**src/rtl/hazard_pkg.sv**
```systemverilog
// Shared encodings and latency helper for the countdown hazard scoreboard.
package hazard_pkg;

  typedef enum logic [1:0] {
    CLS_ALU  = 2'd0,
    CLS_LOAD = 2'd1,
    CLS_MDU  = 2'd2,
    CLS_RSVD = 2'd3
  } cls_e;

  localparam int unsigned THR_EARLY  = 1;
  localparam int unsigned THR_NORMAL = 2;

  // Cycles until a producer of the given class can forward to EX; reserved acts as ALU.
  function automatic int unsigned lat(input logic [1:0] cls,
                                      input int unsigned load_lat,
                                      input int unsigned mdu_lat);
    int unsigned r;
    r = 1;
    case (cls)
      2'(CLS_LOAD): r = load_lat + 1;
      2'(CLS_MDU):  r = mdu_lat;
      default:      r = 1;
    endcase
    return r;
  endfunction

endpackage

```
**src/rtl/hazard_sb_entry.sv**
```systemverilog
// One scoreboard entry: loadable countdown that sticks at zero.
module hazard_sb_entry
  import hazard_pkg::*;
#(
  parameter int unsigned CNT_W = 3
) (
  input  logic             iCLK,
  input  logic             iRST_n,
  input  logic             i_load,
  input  logic [CNT_W-1:0] i_value,
  output logic [CNT_W-1:0] o_count
);

  logic [CNT_W-1:0] r_count;

  always_ff @(posedge iCLK or negedge iRST_n) begin
    if (!iRST_n) begin
      r_count <= '0;
    end else if (i_load) begin
      r_count <= i_value;
    end else if (r_count != '0) begin
      r_count <= r_count - 1'b1;
    end
  end

  assign o_count = r_count;

endmodule

```
**src/rtl/hazard_scoreboard.sv**
```systemverilog
// ID-stage hazard unit: per-register countdown scoreboard driving PC/IF-ID hold and ID/EX bubble.
module hazard_scoreboard
  import hazard_pkg::*;
#(
  parameter int unsigned REG_W    = 5,
  parameter int unsigned LOAD_LAT = 1,
  parameter int unsigned MDU_LAT  = 4,
  parameter int unsigned CNT_W    = 3,
  parameter int unsigned STAT_W   = 16
) (
  input  logic                 iCLK,
  input  logic                 iRST_n,
  input  logic                 iID_Valid,
  input  logic [REG_W-1:0]     iID_NumRs,
  input  logic [REG_W-1:0]     iID_NumRt,
  input  logic                 iID_UseRs,
  input  logic                 iID_UseRt,
  input  logic                 iID_Early,
  input  logic                 iID_WriteEn,
  input  logic [REG_W-1:0]     iID_RegDestino,
  input  logic [1:0]           iID_Class,
  input  logic                 iFlushID,
  input  logic                 iStatClr,
  output logic                 oBlockPC,
  output logic                 oBlockIFID,
  output logic                 oFlushControl,
  output logic [STAT_W-1:0]    oStallCycles,
  output logic [(2**REG_W)-1:0] oPendingMask
);

  localparam int unsigned NREG = 2 ** REG_W;

  logic [CNT_W-1:0]  w_cnt [NREG];
  logic [CNT_W-1:0]  w_lat;
  logic [CNT_W-1:0]  w_thr;
  logic              w_raw_rs;
  logic              w_raw_rt;
  logic              w_waw;
  logic              w_struct;
  logic              w_stall;
  logic              w_issue;
  logic              w_wr;
  logic              w_is_mdu;
  logic [CNT_W-1:0]  r_mdu_busy;
  logic [STAT_W-1:0] r_stat;

  assign w_lat    = CNT_W'(lat(iID_Class, LOAD_LAT, MDU_LAT));
  assign w_thr    = iID_Early ? CNT_W'(THR_EARLY) : CNT_W'(THR_NORMAL);
  assign w_is_mdu = (iID_Class == 2'(CLS_MDU));

  assign w_raw_rs = iID_UseRs && (iID_NumRs != '0) && (w_cnt[iID_NumRs] >= w_thr);
  assign w_raw_rt = iID_UseRt && (iID_NumRt != '0) && (w_cnt[iID_NumRt] >= w_thr);
  // A younger writer may issue once the older one retires no later than it would.
  assign w_waw    = iID_WriteEn && (iID_RegDestino != '0) && (w_cnt[iID_RegDestino] > w_lat);
  assign w_struct = w_is_mdu && (r_mdu_busy != '0);

  assign w_stall = iID_Valid && !iFlushID && (w_raw_rs || w_raw_rt || w_waw || w_struct);
  assign w_issue = iID_Valid && !iFlushID && !w_stall;
  assign w_wr    = w_issue && iID_WriteEn && (iID_RegDestino != '0);

  assign oBlockPC      = w_stall;
  assign oBlockIFID    = w_stall;
  assign oFlushControl = w_stall;

  assign w_cnt[0] = '0;

  for (genvar g = 1; g < NREG; g++) begin : g_entry
    logic w_load;
    assign w_load = w_wr && (iID_RegDestino == REG_W'(g));

    hazard_sb_entry #(
      .CNT_W (CNT_W)
    ) u_entry (
      .iCLK    (iCLK),
      .iRST_n  (iRST_n),
      .i_load  (w_load),
      .i_value (w_lat),
      .o_count (w_cnt[g])
    );
  end

  always_comb begin
    oPendingMask = '0;
    for (int unsigned i = 0; i < NREG; i++) begin
      oPendingMask[i] = (w_cnt[i] != '0);
    end
  end

  always_ff @(posedge iCLK or negedge iRST_n) begin
    if (!iRST_n) begin
      r_mdu_busy <= '0;
    end else if (w_issue && w_is_mdu) begin
      r_mdu_busy <= CNT_W'(MDU_LAT);
    end else if (r_mdu_busy != '0) begin
      r_mdu_busy <= r_mdu_busy - 1'b1;
    end
  end

  always_ff @(posedge iCLK or negedge iRST_n) begin
    if (!iRST_n) begin
      r_stat <= '0;
    end else if (iStatClr) begin
      r_stat <= '0;
    end else if (w_stall && (r_stat != '1)) begin
      r_stat <= r_stat + 1'b1;
    end
  end

  assign oStallCycles = r_stat;

endmodule
```
**config.mk**
```make
export PLATFORM = sky130hd
export DESIGN_NAME = hazard_scoreboard
export DESIGN_NICKNAME = d
export VERILOG_FILES = /design/src/rtl/hazard_pkg.sv /design/src/rtl/hazard_sb_entry.sv /design/src/rtl/hazard_scoreboard.sv
export SDC_FILE = /design/constraint.sdc
export NUM_CORES = 1
export LEC_CHECK = 0
export BUFFER_PORTS_ARGS = -buffer_cell sky130_fd_sc_hd__buf_2
export CORE_MARGIN = 2
export CORE_UTILIZATION = 40
export CTS_BUF_LIST = sky130_fd_sc_hd__clkbuf_8
export DETAILED_ROUTE_END_ITERATION = 10
export PLACE_DENSITY = 0.68
export SLEW_MARGIN = 20
export SYNTH_ARGS = -nofsm -noshare
export SYNTH_HDL_FRONTEND = slang
export SYNTH_HIERARCHICAL = 1
export SYNTH_SLANG_ARGS = --single-unit
```
**constraint.sdc**
```tcl
create_clock -name iCLK -period 6.1 [get_ports iCLK]
set_input_delay 0.61 -clock iCLK [delete_from_list [all_inputs] [get_ports iCLK]]
set_output_delay 0.61 -clock iCLK [all_outputs]
set_load 0.02 [all_outputs]
```
### After elaboration in Yosys (flattened, before gate mapping)

Index checks and enable logic that the tools add are counted.
W data, S select, Z words.

* register bits: 112
* bits of input ports: 26
* output and inout port bits: 51
* logic and storage cells: 304

* add/subtract/negate cells: 33
* $lt $le $gt $ge: 6
* equal/unequal tests: 34
* multiplexer cells: 77
* bitwise operators: 3
* reductions and logical operators: 118

Operators by type and width (count)
* $mux W3: 70
* $reduce_bool A3 Y1: 32
* $sub A3 B1 Y3 const B: 32
* $eq A5 B5 Y1 const B: 16
* $reduce_bool A2 Y1: 33
* $bmux W3 S5: 3
* $logic_and A1 B1 Y1: 45
* $eq A5 B4 Y1 const B: 8
* $mux W16: 2
* $eq A5 B3 Y1 const B: 4
* $ge A6 B6 Y1 const B: 3
* $not A5 Y6: 3
* $add A16 B1 Y16 const B: 1
* $ne A16 B16 Y1 const B: 1
* $reduce_bool A5 Y1: 3
* $eq A5 B2 Y1 const B: 2
* $ge A3 B2 Y1: 2
* $pmux W3 S2: 1
* $eq A5 B1 Y1 const B: 1
* $gt A3 B3 Y1: 1
* $logic_or A1 B1 Y1: 3
* $eq A2 B1 Y1 const B: 1
* $eq A2 B2 Y1 const B: 1
* $logic_not A1 Y1: 2
* $mux W2: 1

### Longest topological paths before layout

* depth in word-level cells: 16
* gate-level depth with buffers: 22
* mapped depth without buffers: 19

### Hierarchy

The synthesis kept the hierarchy.

Modules (own cells, without submodules)
* hazard_sb_entry: times used 31, cells an instance 20, area each 196.4 um^2, seq. area each 75.1 um^2
* hazard_scoreboard: times used 1, cells an instance 428, area each 4269.1 um^2, seq. area each 475.5 um^2

### Least setup slack after synthesis

Ideal clock, no wire load.

* path kind: input-to-reg
* from: input port iID_NumRs[0]
* to: register g_entry[19].u_entry.r_count[0]
* setup time: 0.104 ns
* data arrival time: 4.918 ns
* required time: 5.996 ns
* slack: 1.078 ns
* stages: 17
* buffers on the path: 4
* cells stage by stage: buf_2 > buf_4 > buf_1 > mux4_2 > mux4_2 > mux2i_1 > ha_1 > nand2b_1 > a21o_1 > o311ai_1 > o31a_2 > and2_4 > buf_8 > nand2_8 > nor4_1 > nor2b_1 > a221oi_1

* longest elaborated chain between the ends: 16
* elaborated cells between the ends (all ways): 19
* those cells by class: 1 x order compare; 4 x mux; 1 x bitwise; 13 x reduce/logical

Ends and longest elaborated chain
* from (decl): RTL line hazard_scoreboard.sv:14 `input logic [REG_W-1:0] iID_NumRs,`
* $not A5 Y6 (implied by the code): RTL line hazard_scoreboard.sv:51 `assign w_raw_rs = iID_UseRs && (iID_NumRs != '0) && (w_cnt[iID_NumRs] >= w_thr);`
* $bmux W3 S5: RTL line hazard_scoreboard.sv:51
* $mux W3 (implied by the code) (2 in series): RTL line hazard_scoreboard.sv:51
* $ge A3 B2 Y1: RTL line hazard_scoreboard.sv:51
* $logic_and A1 B1 Y1 *: RTL line hazard_scoreboard.sv:51
* $logic_or A1 B1 Y1 * (3 in series): RTL line hazard_scoreboard.sv:57 `assign w_stall = iID_Valid && !iFlushID && (w_raw_rs || w_raw_rt || w_waw || w_struct);`
* $logic_and A1 B1 Y1 *: RTL line hazard_scoreboard.sv:57
* $logic_not A1 Y1 *: RTL line hazard_scoreboard.sv:58 `assign w_issue = iID_Valid && !iFlushID && !w_stall;`
* $logic_and A1 B1 Y1 *: RTL line hazard_scoreboard.sv:58
* $logic_and A1 B1 Y1 * (2 in series): RTL line hazard_scoreboard.sv:59 `assign w_wr = w_issue && iID_WriteEn && (iID_RegDestino != '0);`
* $logic_and A1 B1 Y1 *: RTL line hazard_scoreboard.sv:69 `assign w_load = w_wr && (iID_RegDestino == REG_W'(g));`
* named net g_entry[19].w_load: RTL line hazard_scoreboard.sv:68 `logic w_load;`
* $mux W3 or $reduce_bool A2 Y1 (tied branches)
* to (signal assigned): RTL line hazard_sb_entry.sv:20 `r_count <= i_value;`
* to (signal assigned): RTL line hazard_sb_entry.sv:22 `r_count <= r_count - 1'b1;`
* to (decl): RTL line hazard_sb_entry.sv:14 `logic [CNT_W-1:0] r_count;`

The timed path passes the listed nets; every way through them passes the cells marked *. The select of a mux whose other input is x is not followed.
A chain may end at the register's enable or synchronous reset.

### Final worst setup path

* from: input port iID_RegDestino[0]
* to: register g_entry[10].u_entry.r_count[1]

* longest elaborated chain between the ends: 15
* elaborated cells between the ends (all ways): 19
* those cells by class: 1 x order compare; 1 x eq/ne; 4 x mux; 1 x bitwise; 12 x reduce/logical

Ends and longest elaborated chain
* from (decl): RTL line hazard_scoreboard.sv:20 `input logic [REG_W-1:0] iID_RegDestino,`
* $not A5 Y6 (implied by the code): RTL line hazard_scoreboard.sv:54 `assign w_waw = iID_WriteEn && (iID_RegDestino != '0) && (w_cnt[iID_RegDestino] > w_lat);`
* $bmux W3 S5: RTL line hazard_scoreboard.sv:54
* $mux W3 (implied by the code) (2 in series): RTL line hazard_scoreboard.sv:54
* $gt A3 B3 Y1: RTL line hazard_scoreboard.sv:54
* $logic_and A1 B1 Y1: RTL line hazard_scoreboard.sv:54
* $logic_or A1 B1 Y1 (2 in series): RTL line hazard_scoreboard.sv:57
* $logic_and A1 B1 Y1: RTL line hazard_scoreboard.sv:57
* $logic_not A1 Y1: RTL line hazard_scoreboard.sv:58
* $logic_and A1 B1 Y1: RTL line hazard_scoreboard.sv:58
* $logic_and A1 B1 Y1 (2 in series): RTL line hazard_scoreboard.sv:59
* $logic_and A1 B1 Y1 *: RTL line hazard_scoreboard.sv:69
* named net g_entry[10].w_load: RTL line hazard_scoreboard.sv:68
* $mux W3 or $reduce_bool A2 Y1 (tied branches)
* to (signal assigned): RTL line hazard_sb_entry.sv:20
* to (signal assigned): RTL line hazard_sb_entry.sv:22
* to (decl): RTL line hazard_sb_entry.sv:14

Marked as above.

==> Flow_metrics.wiki <==
{| class="wikitable"
! Metric !! Value
|-
| Category of the worst setup path capture point || flip-flop
|-
| Fin crit share || 0.8262
|-
| Critical path startpoint category || primary input
|-
| Path type of the worst min-delay path || primary input to asynchronous set/reset pin
|-
| CTS Hold Buffers Added || 0
|-
| EDFF count, synth || 0
|-
| Length of the first detailed-routing pass in iterations || 5
|-
| Vias in the first global route || about 8,600
|-
| Area share of the leading cell type in the synthesized netlist || 0.2706
|-
| Final setup vio count || 0
|-
| Number of cell instances on the worst register-to-register path || 14
|-
| Actual slew at the worst max-slew pin || 898.9 ps
|-
| Routability-driven placement congestion ratio || about 0.91
|-
| Core Box Area || 25,330 um2
|-
| Remaining DRCs || 0
|-
| Worst-path maximum fanout || 33
|-
| Status || complete, no violations
|-
| Relative max-transition margin || 0.4008
|-
| Layout-stage area growth over the synthesis result || 9.059%
|-
| Count of instances resized after the clock tree is built || 0
|-
| Launch point of the worst reg-to-reg path || g_entry[18].u_entry/o_count[1]
|-
| Share of cells above drive strength 1 || 0.1744
|-
| Height of the die || 164.9 um
|-
| Routed Antenna Nets || 0
|-
| Number of nets produced by synthesis || 1,148
|-
| Sequential share of the synthesized area || 0.2706
|-
| Maximum clock path buffer count || 2
|-
| Number of clock buffers inserted by TritonCTS || 9
|-
| Wire length of the first global-routing pass || 46.37 mm
|-
| Final core area utilization || 0.4461
|-
| Leakage power summed over all cells || 4.677 nW
|-
| Unrepaired setup endpoints after global routing || no
|-
| Warning count from the yosys run || 6
|-
| Die Footprint || 27,200 um2
|-
| Post-synth top area cell || sky130_fd_sc_hd__dfrtp_1
|-
| Synthesized netlist cell count || 1,048
|-
| CTS clk-pin slew, worst paths || 100 ps
|-
| Async set or reset register ratio after synthesis || 1.000
|-
| Setup fix buffers added after clock tree synthesis || 0
|-
| Synthesized flop and latch total || 112
|-
| Maximum number of pins on one net before global-route repair || 60
|-
| Setup slack of the most critical reg-to-reg path || 1560 ps
|-
| Aggregate global routing overflow || 0
|-
| Netlist area before placement || 10,360 um2
|-
| Path type of the worst setup path || primary input to flip-flop
|-
| Clock period minus worst slack || 5040 ps
|-
| IO Port Bufs || 75
|-
| Site Rows || 58
|-
| Post-detailed-routing wire length || 28.70 mm
|-
| Vias post-DR || slightly below 9,000
|-
| Layout Nets || about 1,200
|-
| Number of clock sinks || between 100 and 150
|-
| Post-synthesis average cell area || 9.884 um2
|-
| CTS HTree Levels || 3
|-
| Count of distinct cell types in the synthesized netlist || 63
|-
| Clock latency reported for the late side of the worst-skew pair || 410 ps
|-
| Clock skew after layout || between 15 and 20 ps
|-
| Die Wd || 164.9 um
|-
| Endpoint arrival time on the critical path || 5340 ps
|-
| Starting density of the core || 0.4090
|-
| Wirelength per Cell || around 20 um
|-
| Detail Placement HPWL || 20.74 mm
|-
| Library cell used as clock root buffer || sky130_fd_sc_hd__clkbuf_8
|-
| Final Hold Fails || 0
|-
| Peak VDD IR || 0.1877 mV
|-
| Clock tree from TritonCTS || built
|-
| Final Slew Violations || 0
|-
| Worst endpoint required time || 6400 ps
|-
| Synth Flop Type || sky130_fd_sc_hd__dfrtp_1
|-
| Worst setup path end || g_entry[10].u_entry/o_count[1]
|-
| Max-capacitance violation count || 0
|-
| Via/cell ratio || 6.128
|-
| GRT Resource Usage Total || 0.2189
|-
| Post-route setup TNS || 0 ps
|-
| Top area cells in the synthesized netlist || sky130_fd_sc_hd__dfrtp_1 27%, sky130_fd_sc_hd__mux4_2 14%, sky130_fd_sc_hd__ha_1 8.9%, sky130_fd_sc_hd__nor2b_1 5.9%, sky130_fd_sc_hd__nor4b_1 5.3%
|-
| Capturing point of the worst reg2reg path || g_entry[10].u_entry/o_count[1]
|-
| Achievable clock frequency || 198.4 MHz
|-
| Antenna violations before repair || 3
|-
| Power density normalized to cell area || 418.5 nW/um2
|-
| Beginning of the critical path || iID_RegDestino[0]
|-
| I/O pin count || 77
|-
| Violation count after the first detailed-routing iteration || 961
|}
-- metal layers --
metal  up-vias  routed length [um]  GRT usage
met5         -                   0          0
met3        40                2188    0.04646
met1      4430               12640     0.3001
met2       357               13230     0.3456
met4         0                 643    0.07154
li1       4101                   -          -
-- critical path, cell delays in order --
cell and delay [ps]:
sky130_fd_sc_hd__buf_2 670, sky130_fd_sc_hd__mux4_2 590, sky130_fd_sc_hd__mux4_2 500, sky130_fd_sc_hd__mux2_2 280, sky130_fd_sc_hd__ha_1 290, sky130_fd_sc_hd__nor2b_1 130
sky130_fd_sc_hd__o21ai_0 150, sky130_fd_sc_hd__nand2b_1 70, sky130_fd_sc_hd__a31oi_1 190, sky130_fd_sc_hd__o31a_2 230, sky130_fd_sc_hd__nand2_1 320, sky130_fd_sc_hd__or3_1 540
sky130_fd_sc_hd__nor2_1 350, sky130_fd_sc_hd__inv_1 120, sky130_fd_sc_hd__a311oi_1 270
-- synth_stat cells (4+ instances only) --
cell type / number
sky130_fd_sc_hd__inv_1: 138
sky130_fd_sc_hd__dfrtp_1: 112
sky130_fd_sc_hd__nor2b_1: 98
sky130_fd_sc_hd__ha_1: 74
sky130_fd_sc_hd__nand2b_1: 72
sky130_fd_sc_hd__mux4_2: 63
sky130_fd_sc_hd__nor4b_1: 63
sky130_fd_sc_hd__or3_1: 36
sky130_fd_sc_hd__a221oi_1: 33
sky130_fd_sc_hd__nor2_1: 33
sky130_fd_sc_hd__or3b_1: 33
sky130_fd_sc_hd__a311oi_1: 32
sky130_fd_sc_hd__a31oi_1: 32
sky130_fd_sc_hd__nand2_1: 23
sky130_fd_sc_hd__a21oi_1: 22
sky130_fd_sc_hd__o21ai_0: 18
sky130_fd_sc_hd__nor4_1: 16
sky130_fd_sc_hd__mux2i_1: 15
sky130_fd_sc_hd__buf_4: 11
sky130_fd_sc_hd__mux2_2: 10
sky130_fd_sc_hd__nand3_1: 10
sky130_fd_sc_hd__clkbuf_1: 8
sky130_fd_sc_hd__or4_1: 8
sky130_fd_sc_hd__a22o_1: 7
sky130_fd_sc_hd__o31ai_1: 7
sky130_fd_sc_hd__buf_1: 5
sky130_fd_sc_hd__buf_2: 5
sky130_fd_sc_hd__mux4_1: 5
sky130_fd_sc_hd__nand4_1: 5
sky130_fd_sc_hd__a21o_1: 4
sky130_fd_sc_hd__and2_1: 4
sky130_fd_sc_hd__or2_2: 4
-- registers in the layout, summed over array words and instances, names as in the netlist --
register                 cells
g_entry.u_entry/o_count     93
oStallCycles                16
r_mdu_busy                   3
-- cell type report --
cell class | instances | area, um2
sequential | 112 | 2803
clock buffer | 9 | 123.9
clock inverter | 7 | 95.09
inverter | 138 | 518.0
timing repair buffer | 95 | 528.0
multi-input combinational | 763 | 6809
fill | 2399 | 14030
antenna | 3 | 7.507
tap | 330 | 412.9
-- logic make-up (layout without fill, tap and decap cells) --
logic type	Yosys count	after routing	share of synthesized area
simple gates	416	416	0.2638
compound gates	177	177	0.1268
buf+inv	173	249	0.07211
flops	112	112	0.2706
mux	94	94	0.1761
fa+ha+maj	74	74	0.08938
other cells	1	4	0.0003620
xor+xnor	1	1	0.0008457
-- power breakdown --
group,switching (mW),total (mW),internal (mW)
registers,0.682,1.77,1.08
clock network,0.275,0.508,0.232
logic,1.11,2.45,1.34
-- stage by stage --
step | setup WS (ps) | hold slack, ps | std cells | power (mW) | cell area [um2]
2_1_floorplan | 1078 | 314.4 | 1048 | 3.458 | 10360
3_5_place_dp | 725.5 | 521.4 | 1438 | 4.189 | 11070
5_1_grt | 757.4 | 292.5 | 1455 | 5.120 | 11290
3_3_place_gp | 841.3 | 500.8 | 1438 | 4.104 | 11070
4_1_cts | 1120 | 267.8 | 1454 | 4.712 | 11290
6_report | 1060 | 238.2 | 1457 | 4.727 | 11300
-- how the worst min path moves through the flow --
stage                     cells past startpoint  slack (ps)          start                        endpoint
after global routing                          1         290         iRST_n                 oStallCycles[4]
final                                         1         240         iRST_n                 oStallCycles[4]
after detailed placement                      2         520  r_mdu_busy[2]                   r_mdu_busy[2]
after floorplan                               0         310         iRST_n  g_entry[10].u_entry/o_count[0]
after global placement                        2         500  r_mdu_busy[2]                   r_mdu_busy[2]
after CTS                                     1         270         iRST_n                 oStallCycles[4]
-- cell usage in the layout, fill, tap and decap left out, types with 3 or more instances in the layout --
cell	instances
sky130_fd_sc_hd__a21o_1	4
sky130_fd_sc_hd__a21oi_1	22
sky130_fd_sc_hd__a221oi_1	33
sky130_fd_sc_hd__a22o_1	7
sky130_fd_sc_hd__a311oi_1	32
sky130_fd_sc_hd__a31oi_1	32
sky130_fd_sc_hd__and2_1	4
sky130_fd_sc_hd__and3_1	3
sky130_fd_sc_hd__buf_2	74
sky130_fd_sc_hd__buf_4	21
sky130_fd_sc_hd__clkbuf_8	9
sky130_fd_sc_hd__dfrtp_1	112
sky130_fd_sc_hd__diode_2	3
sky130_fd_sc_hd__ha_1	74
sky130_fd_sc_hd__inv_1	138
sky130_fd_sc_hd__mux2_2	10
sky130_fd_sc_hd__mux2i_1	15
sky130_fd_sc_hd__mux4_1	5
sky130_fd_sc_hd__mux4_2	63
sky130_fd_sc_hd__nand2_1	23
sky130_fd_sc_hd__nand2b_1	72
sky130_fd_sc_hd__nand3_1	10
sky130_fd_sc_hd__nand4_1	5
sky130_fd_sc_hd__nor2_1	33
sky130_fd_sc_hd__nor2b_1	98
sky130_fd_sc_hd__nor4_1	16
sky130_fd_sc_hd__nor4b_1	63
sky130_fd_sc_hd__o21ai_0	18
sky130_fd_sc_hd__o22ai_1	3
sky130_fd_sc_hd__o31ai_1	7
sky130_fd_sc_hd__o41ai_1	3
sky130_fd_sc_hd__or2_2	4
sky130_fd_sc_hd__or3_1	36
sky130_fd_sc_hd__or3b_1	33
sky130_fd_sc_hd__or4_1	8
Note: power is estimated with default switching activity, not from simulation.
